===== config.mk =====
export PLATFORM = sky130hd
export DESIGN_NAME = dist_acc_sqrt
export DESIGN_NICKNAME = d
export VERILOG_FILES = /design/src/rtl/dist_pkg.sv /design/src/rtl/isqrt_seq.sv /design/src/rtl/dist_acc_sqrt.sv
export SDC_FILE = /design/constraint.sdc
export NUM_CORES = 1
export LEC_CHECK = 0
export ABC_AREA = 1
export ABC_CLOCK_PERIOD_IN_PS = 3300
export CORE_UTILIZATION = 60
export DETAILED_ROUTE_END_ITERATION = 8
export PLACE_DENSITY = 0.82
export SLEW_MARGIN = 20
export SYNTH_ARGS = -nofsm -noshare
export SYNTH_HDL_FRONTEND = slang
export SYNTH_SLANG_ARGS = --single-unit

===== constraint.sdc =====
create_clock -name clk -period 3.3 [get_ports clk]
set_input_delay 0.495 -clock clk [delete_from_list [all_inputs] [get_ports clk]]
set_output_delay 0.495 -clock clk [all_outputs]
set_load 0.02 [all_outputs]

===== src/rtl/dist_pkg.sv =====
// Shared constants, sqrt engine state encoding and a clog2 helper for the
// distance datapath (also used by dist_control_unit).
package dist_pkg;

  localparam int DEF_VARWIDTH = 32;
  localparam int DEF_LOGVEC   = 8;
  localparam int DEF_ACCWIDTH = 2*DEF_VARWIDTH + DEF_LOGVEC;
  localparam int DEF_OUTWIDTH = DEF_ACCWIDTH/2;

  typedef enum logic [1:0] {
    IDLE = 2'd0,
    CALC = 2'd1,
    DONE = 2'd2
  } sqrt_state_e;

  function automatic int clog2(input int v);
    int r;
    r = 0;
    while ((1 << r) < v) r++;
    return r;
  endfunction

endpackage


===== src/rtl/isqrt_seq.sv =====
// Iterative restoring integer square root: one result bit per cycle,
// two radicand bits consumed per step, MSB first.
module isqrt_seq
  import dist_pkg::*;
#(
  parameter int W  = DEF_ACCWIDTH,
  parameter int OW = W/2
) (
  input  logic          clk,
  input  logic          rst_n,
  input  logic          start,
  input  logic          abort,
  input  logic [W-1:0]  radicand,
  output logic [OW-1:0] root_out,
  output logic          done
);

  localparam int CW = (clog2(OW) < 1) ? 1 : clog2(OW);

  sqrt_state_e   state;
  logic [W-1:0]  rad;
  logic [OW+1:0] rem;
  logic [OW-1:0] root;
  logic [CW-1:0] cnt;

  logic [OW+1:0] rem_sh, trial, rem_nxt;
  logic [OW-1:0] root_nxt;
  logic          fits;

  // Remainder stays below 2^OW before each shift, so OW+2 bits hold the shifted value.
  always_comb begin
    rem_sh   = (rem << 2) | (OW+2)'(rad[W-1:W-2]);
    trial    = {root, 2'b01};
    fits     = (rem_sh >= trial);
    rem_nxt  = fits ? (rem_sh - trial) : rem_sh;
    root_nxt = {root[OW-2:0], fits};
  end

  always_ff @(posedge clk or negedge rst_n) begin
    if (!rst_n) begin
      state    <= IDLE;
      rad      <= '0;
      rem      <= '0;
      root     <= '0;
      cnt      <= '0;
      root_out <= '0;
      done     <= 1'b0;
    end else if (abort) begin
      state    <= IDLE;
      root_out <= '0;
      done     <= 1'b0;
    end else begin
      case (state)
        IDLE, DONE: begin
          if (start) begin
            rad   <= radicand;
            rem   <= '0;
            root  <= '0;
            cnt   <= CW'(OW-1);
            done  <= 1'b0;
            state <= CALC;
          end
        end
        CALC: begin
          rad  <= rad << 2;
          rem  <= rem_nxt;
          root <= root_nxt;
          cnt  <= cnt - CW'(1);
          if (cnt == '0) begin
            root_out <= root_nxt;
            done     <= 1'b1;
            state    <= DONE;
          end
        end
        default: state <= IDLE;
      endcase
    end
  end

endmodule


===== src/rtl/dist_acc_sqrt.sv =====
// Saturating sum-of-squares accumulator feeding a sequential square root;
// answers the Acc/Sqrt handshake of dist_control_unit.
module dist_acc_sqrt
  import dist_pkg::*;
#(
  parameter int VARWIDTH = DEF_VARWIDTH,
  parameter int LOGVEC   = DEF_LOGVEC,
  parameter int ACCWIDTH = 2*VARWIDTH + LOGVEC,
  parameter int OUTWIDTH = ACCWIDTH/2
) (
  input  logic                  clk,
  input  logic                  rst_n,
  input  logic                  EN_Acc,
  input  logic                  RST_Acc,
  input  logic                  PRE_Acc,
  input  logic [2*VARWIDTH-1:0] in_sq,
  input  logic                  EN_Sqrt,
  input  logic                  RST_Sqrt,
  output logic                  RDY_Acc,
  output logic                  RDY_Sqrt,
  output logic [ACCWIDTH-1:0]   acc_out,
  output logic                  acc_ovf,
  output logic [OUTWIDTH-1:0]   outval
);

  localparam int PADW = ACCWIDTH - 2*VARWIDTH;

  logic [ACCWIDTH-1:0] acc;
  logic [ACCWIDTH:0]   sum;

  assign sum     = {1'b0, acc} + {{(PADW+1){1'b0}}, in_sq};
  assign acc_out = acc;

  always_ff @(posedge clk or negedge rst_n) begin
    if (!rst_n) begin
      acc     <= '0;
      acc_ovf <= 1'b0;
      RDY_Acc <= 1'b0;
    end else if (RST_Acc) begin
      acc     <= '0;
      acc_ovf <= 1'b0;
      RDY_Acc <= 1'b0;
    end else if (PRE_Acc) begin
      acc     <= {{PADW{1'b0}}, in_sq};
      acc_ovf <= 1'b0;
      RDY_Acc <= 1'b1;
    end else if (EN_Acc) begin
      // Carry out pins the sum at full scale; the flag stays until the next clear/preset.
      acc     <= sum[ACCWIDTH] ? '1 : sum[ACCWIDTH-1:0];
      if (sum[ACCWIDTH]) acc_ovf <= 1'b1;
      RDY_Acc <= 1'b1;
    end
  end

  isqrt_seq #(.W(ACCWIDTH), .OW(OUTWIDTH)) u_isqrt (
    .clk      (clk),
    .rst_n    (rst_n),
    .start    (EN_Sqrt),
    .abort    (RST_Sqrt),
    .radicand (acc),
    .root_out (outval),
    .done     (RDY_Sqrt)
  );

endmodule


== Yosys cells after proc, flatten, opt, wreduce, memory -nomap -nowiden ==
Index checks and enable logic that the tools add are counted.
Storage, ports and cells
  flip-flop bits (word level): 263
  output and inout bits: 111
  logic and storage cells: 66
Operators by class
  multiplexer cells: 31
  reduce and logical (&&, ||, !) cells: 14
  add/sub/neg operators: 3
  equal/unequal tests: 5
  magnitude comparators: 1
  bitwise operators: 2
Operators by type and width (count)
  $mux W72: 5
  $mux W36: 6
  $pmux W36 S2: 2
  $pmux W72 S2: 1
  $add A72 B64 Y73: 1
  $ge A38 B38 Y1: 1
  $or A38 B2 Y38: 1
  $sub A36 B36 Y36: 1
  $pmux W6 S2: 1
  $mux W1: 10
  $reduce_bool A3 Y1: 3
  $logic_not A6 Y1: 1
  $mux W2: 3
  $mux W6: 1
  $reduce_and A2 Y1: 3
  $reduce_and A3 Y1: 2
  $reduce_bool A2 Y1: 3
  $sub A6 B1 Y6 const B: 1
  $pmux W2 S2: 1
  $ne A3 B2 Y1 const B: 1
  $ne A3 B3 Y1 const B: 1
  $eq A2 B1 Y1 const B: 1
  $eq A2 B2 Y1 const B: 1
  $logic_not A2 Y1: 1
  other kinds (4): 4

== Logic depth before layout (Yosys ltp) ==
  depth after elaboration: 5
  gate-level depth with buffers: 18
  depth with buffers taken out: 18

== Modules after synthesis ==
From an unflattened synthesis, not the netlist that was laid out.
Unflattened totals
  cells, all modules: 3522
  area total of the unflattened synthesis: 21553.2 µm²
By module, submodules not included
  isqrt_seq: cells each 1538, area an instance 11131.9 µm², times used 1, sequential area each 4729.5 µm²
  dist_acc_sqrt: cells each 1984, area an instance 10421.2 µm², times used 1, sequential area each 1851.8 µm²

== Least setup slack after synthesis ==
No wires, ideal clock.
  path kind: input to register
  start: input in_sq[0]
  end: register acc[29] (netlist: acc_out[29])
  slack: 0.845 ns
  data required time: 3.184 ns
  cell stages on the path: 17
  arrival time: 2.339 ns
  cells stage by stage: ha_1 > fa_1 > nand3_1 > nand3_2 > nand2_1 > nand2_2 > nand2_1 > nand3_2 > nand2_2 > nand2_2 > nand2_4 > nand2_8 > inv_2 > buf_6 > nand3_1 > nand2_1 > nand2_1
Between the ends
  word-level cells in the longest chain between the ends: 5
RTL lines
  from (decl): line dist_acc_sqrt.sv:16  | input logic [2*VARWIDTH-1:0] in_sq,
  $add A72 B64 Y73: line dist_acc_sqrt.sv:31  | assign sum = {1'b0, acc} + {{(PADW+1){1'b0}}, in_sq};
  $mux W72: line dist_acc_sqrt.sv:49  | acc <= sum[ACCWIDTH] ? '1 : sum[ACCWIDTH-1:0];
  $mux W72: line dist_acc_sqrt.sv:47  | end else if (EN_Acc) begin
  $mux W72: line dist_acc_sqrt.sv:43  | end else if (PRE_Acc) begin
  $mux W72: line dist_acc_sqrt.sv:39  | end else if (RST_Acc) begin
  to (signal assigned): line dist_acc_sqrt.sv:44  | acc <= {{PADW{1'b0}}, in_sq};
  to (signal assigned): line dist_acc_sqrt.sv:49
  to (decl): line dist_acc_sqrt.sv:28  | logic [ACCWIDTH-1:0] acc;
No other way between the ends. The select of a mux whose other input is x is not followed.
A chain may end at the register's enable or synchronous reset.

== Final worst setup path ==
  start: register u_isqrt.root[15]
  end: register u_isqrt.rem[14]
Between the ends
  word-level cells in the longest chain between the ends: 3
RTL lines
  from (decl): line isqrt_seq.sv:23  | logic [OW-1:0] root;
  from (signal assigned): line isqrt_seq.sv:67  | root <= root_nxt;
  $ge A38 B38 Y1: line isqrt_seq.sv:34  | fits = (rem_sh >= trial);
  $mux W36: line isqrt_seq.sv:35  | rem_nxt = fits ? (rem_sh - trial) : rem_sh;
  $pmux W36 S2: line isqrt_seq.sv:53  | case (state)
  to (signal assigned): line isqrt_seq.sv:66  | rem <= rem_nxt;
  to (decl): line isqrt_seq.sv:22  | logic [OW+1:0] rem;
No other way between the ends.

==> summary.txt <==
Clock tree
  – CTS sink cnt: between 200 and 300
  – Clock transition at the registers of the reported paths: approximately 0.06 ns
  – Clock Latency Late Sink: 0.61 ns
  – CTS buffer count: 29
  – Clock Root Buffer: clkbuf_16
  – TritonCTS clock tree: done
  – CTS H-tree depth: 1
  – Postcts setup bufs: 0
  – Clk buf depth: 3

Floorplan
  – I/O pin total: ~180
  – Core area: 34460 sq um
  – Row cnt: a little under 70
  – Die Width: 189.1 microns
  – Chip Height: 189.1 microns
  – Initial Util: 60.97%
  – Full die area: approximately 36000 sq um

Final layout
  – Layout Cells excl Fill: between 4000 and 5000
  – Post-Layout Inst Area: 24520 sq um
  – Most common cell after layout, fill and taps aside: nand2_1
  – Final nets: between 3000 and 4000
  – Final Core Density: a little under three quarters
  – Number of fill cells: ~2900
  – # diodes: 0
  – Area Growth Syn to Fin: 16.73%
  – Share of cells above drive strength 1: under 10%
  – Commonest non-fill, non-tap cells in the layout: nand2_1, inv_1, nor2_1, dfrtp_1, clkdlybuf4s50_1

GRT
  – Largest net degree at the start of global routing: 141
  – Number of global-route vias before repair: 22280
  – Remaining global-route overflow: 0
  – Initial antenna violation count: 0
  – First-pass GRT wire length: 117400 microns
  – GRT Util Overall: a little over two fifths

Placed design
  – Dpl cells: 3976
  – Dpl ws: approximately 0.013 ns
  – Placed inst area: about 24000 sq um
  – Post-detail-place hpwl: roughly 58000 microns
  – Routability cong.: approximately 1.1
  – # port buffers: about 180

Timing
  – Skew final: around 0.027 ns
  – Slew HR: 38.06%
  – Max Slew Vio Count: 0
  – Worst-margin pin slew: about 0.93 ns
  – Final-report hold violation count: 0
  – Period utilisation layout: approximately 87%
  – RSZ-0062 raised after global routing: no
  – Setup violators final: 0
  – Min Tclk post-route: between 2 and 3 ns
  – Fin Setup TNS: 0 ns
  – Minimum hold slack: about 0.5 ns
  – Fmax achieved: between 300 and 400 MHz
  – Final WS setup: between 0.4 and 0.5 ns

Routing
  – Met3 WL: 6843 microns
  – Drt total wl: ~75000 microns
  – Iteration count of the initial detailed-routing pass: 9
  – Drt drc: 1
  – DR top layer: met4
  – Met1 wire length: ~28000 microns
  – Routed vias/inst: 5.714
  – Met2 wire length: 35230 microns
  – Iter 0 DRT Violations: 2075
  – Via count: 23030
  – WL per Instance: between 15 and 20 microns
  – ANT nets after route: 0

Yosys
  – Register area share after synthesis: between 30% and 40%
  – Syn Nets: approximately 3500
  – Syn avg cell area: ~6.2 sq um
  – Post-Syn Area: ~21000 sq um
  – Netlist cell types: 46
  – Syn Inst Count: between 3000 and 4000
  – YS warnings: 0
  – Seq cells post-synth: around 260

Critical path
  – Critical path depth: 12
  – Setup CP Type: register to register
  – CP delay by family, top: simple AND/OR/NAND/NOR gates
  – Slowest cell on crit path: ha_1
  – Startpoint types: register
  – CP most frequent cell: nand2_1
  – CP endpoint kind: register
  – CP Max Fanout: 22
  – CP Data Required Time: about 3.8 ns
  – CP max stage delay: around 0.41 ns
  – Worst-path cell chain: inv_1, ha_1, nand2_1, nor2_1, nand2_1, nor2_1, nand3_1, nand4_4, buf_4, nand2_1, nand3_1, nand2_1
  – Buffers plus inverters on the worst setup path: 2
  – CP arrival: 3.35 ns
  – R2R depth: 12

Pwr
  – VDD IR max: 918.7 uV
  – Power Total: 17.27 mW
  – Static leakage: about 13 nW
  – PD cells: 704.4 nW/um^2

Job
  – Number of max-cap violations: 0

Outcome
  – Status: finished with violations
  – Violated checks: design-rule violations

Min path
  – Hold Path Class: input port to asynchronous set/reset pin
registers in the layout (all words and copies together), names as in the netlist:
register / cells
acc_out: 72
u_isqrt.cnt: 6
u_isqrt.state: 2
u_isqrt.done: 1
u_isqrt.rem: 36
u_isqrt.root_out: 36
acc_ovf: 1
RDY_Acc: 1
u_isqrt.root: 36
u_isqrt.rad: 72
cells in the mapped netlist (all sizes together):
cell    number  area, sq um
nand2     1210         4588
inv        585         2196
nor2       349         1363
dfrtp      263         6581
o21ai      212         1065
nand3      156        825.8
ha         104         1301
a21oi      102        529.3
o22ai       72        450.4
o211ai      70        525.5
clkbuf      53        198.9
xnor2       41        359.1
buf         39        254.0
nor3        26        135.1
or2         19        118.9
nand4       18        127.6
nand3b      10        75.07
nor4         7        43.79
a21o         6        45.04
o21bai       6        45.04
xor2         6        52.55
and2         5        31.28
clkinv       3        11.26
a31o         2        17.52
a31oi        2        12.51
o21a         2        15.01
a21boi       1        7.510
a22oi        1        7.510
fa           1        20.02
or3          1        6.260
path summary, 6_finish.rpt:
kind | slack, ns | to | start
worst max-delay path | 0.43 | u_isqrt.rem[14] | u_isqrt.root[15]
worst min-delay path | 0.50 | u_isqrt.root[9] | rst_n
worst max register to register | 0.43 | u_isqrt.rem[14] | u_isqrt.root[15]
worst min register to register | 0.50 | RDY_Acc | RDY_Acc
max in group asynchronous | 1.90 | u_isqrt.root_out[26] | rst_n
min in group clk | 0.50 | RDY_Acc | RDY_Acc
layout make-up:
class	count	area [sq um]	area share, %
Clock buffer	40	837.1	3.413
Sequential cell	263	6581	26.84
Clock inverter	13	163.9	0.6684
Inverter	588	2211	9.015
Tap cell	455	569.3	2.321
Timing Repair Buffer	242	2377	9.694
Multi-Input combinational cell	2429	11780	48.05
where the power goes:
group          internal, mW  leakage [nW]  total, mW  switching, mW
Combinational          3.18          9.12       9.37           6.19
Clock                  2.01         0.492       3.47           1.46
Sequential             3.95          3.46       4.44          0.485
Total                  9.14          13.1       17.3           8.13
timing repair:
| action | 4_1_cts | 5_1_grt |
|---|---|---|
| hold endpoints to repair | 83 | 0 |
| hold buffers | 1 | 0 |
| resized for setup | 0 | 0 |
| setup endpoints to repair | 0 | 0 |
layer usage:
layer  up-vias  global-route usage (%)
li1      10920                       -
met1     10620                   51.01
met2      1200                   70.46
met3       299                   7.414
met4         0                   24.66
met5         -                       0
kinds of logic (layout without fill, tap and decap cells):
logic type | Yosys count | count (layout) | share of synthesized area, %
buffers and inverters | 680 | 883 | 12.66
XOR/XNOR | 47 | 47 | 1.959
flip-flops | 263 | 263 | 31.33
adder cells (fa/ha/maj) | 105 | 105 | 6.289
AND/OR/NAND/NOR | 1801 | 1801 | 34.82
AO/OA/AOI/OAI | 476 | 476 | 12.95
worst register-to-register path, cell delays in order (launching register included):
cell     delay, ns
dfrtp_1       0.32
inv_1         0.14
ha_1          0.41
nand2_1       0.12
nor2_1        0.29
nand2_1       0.14
nor2_1        0.30
nand3_1       0.18
nand4_4       0.30
buf_4         0.31
nand2_1       0.11
nand3_1       0.09
nand2_1       0.06
No activity file was read; power rests on OpenSTA's default activity.
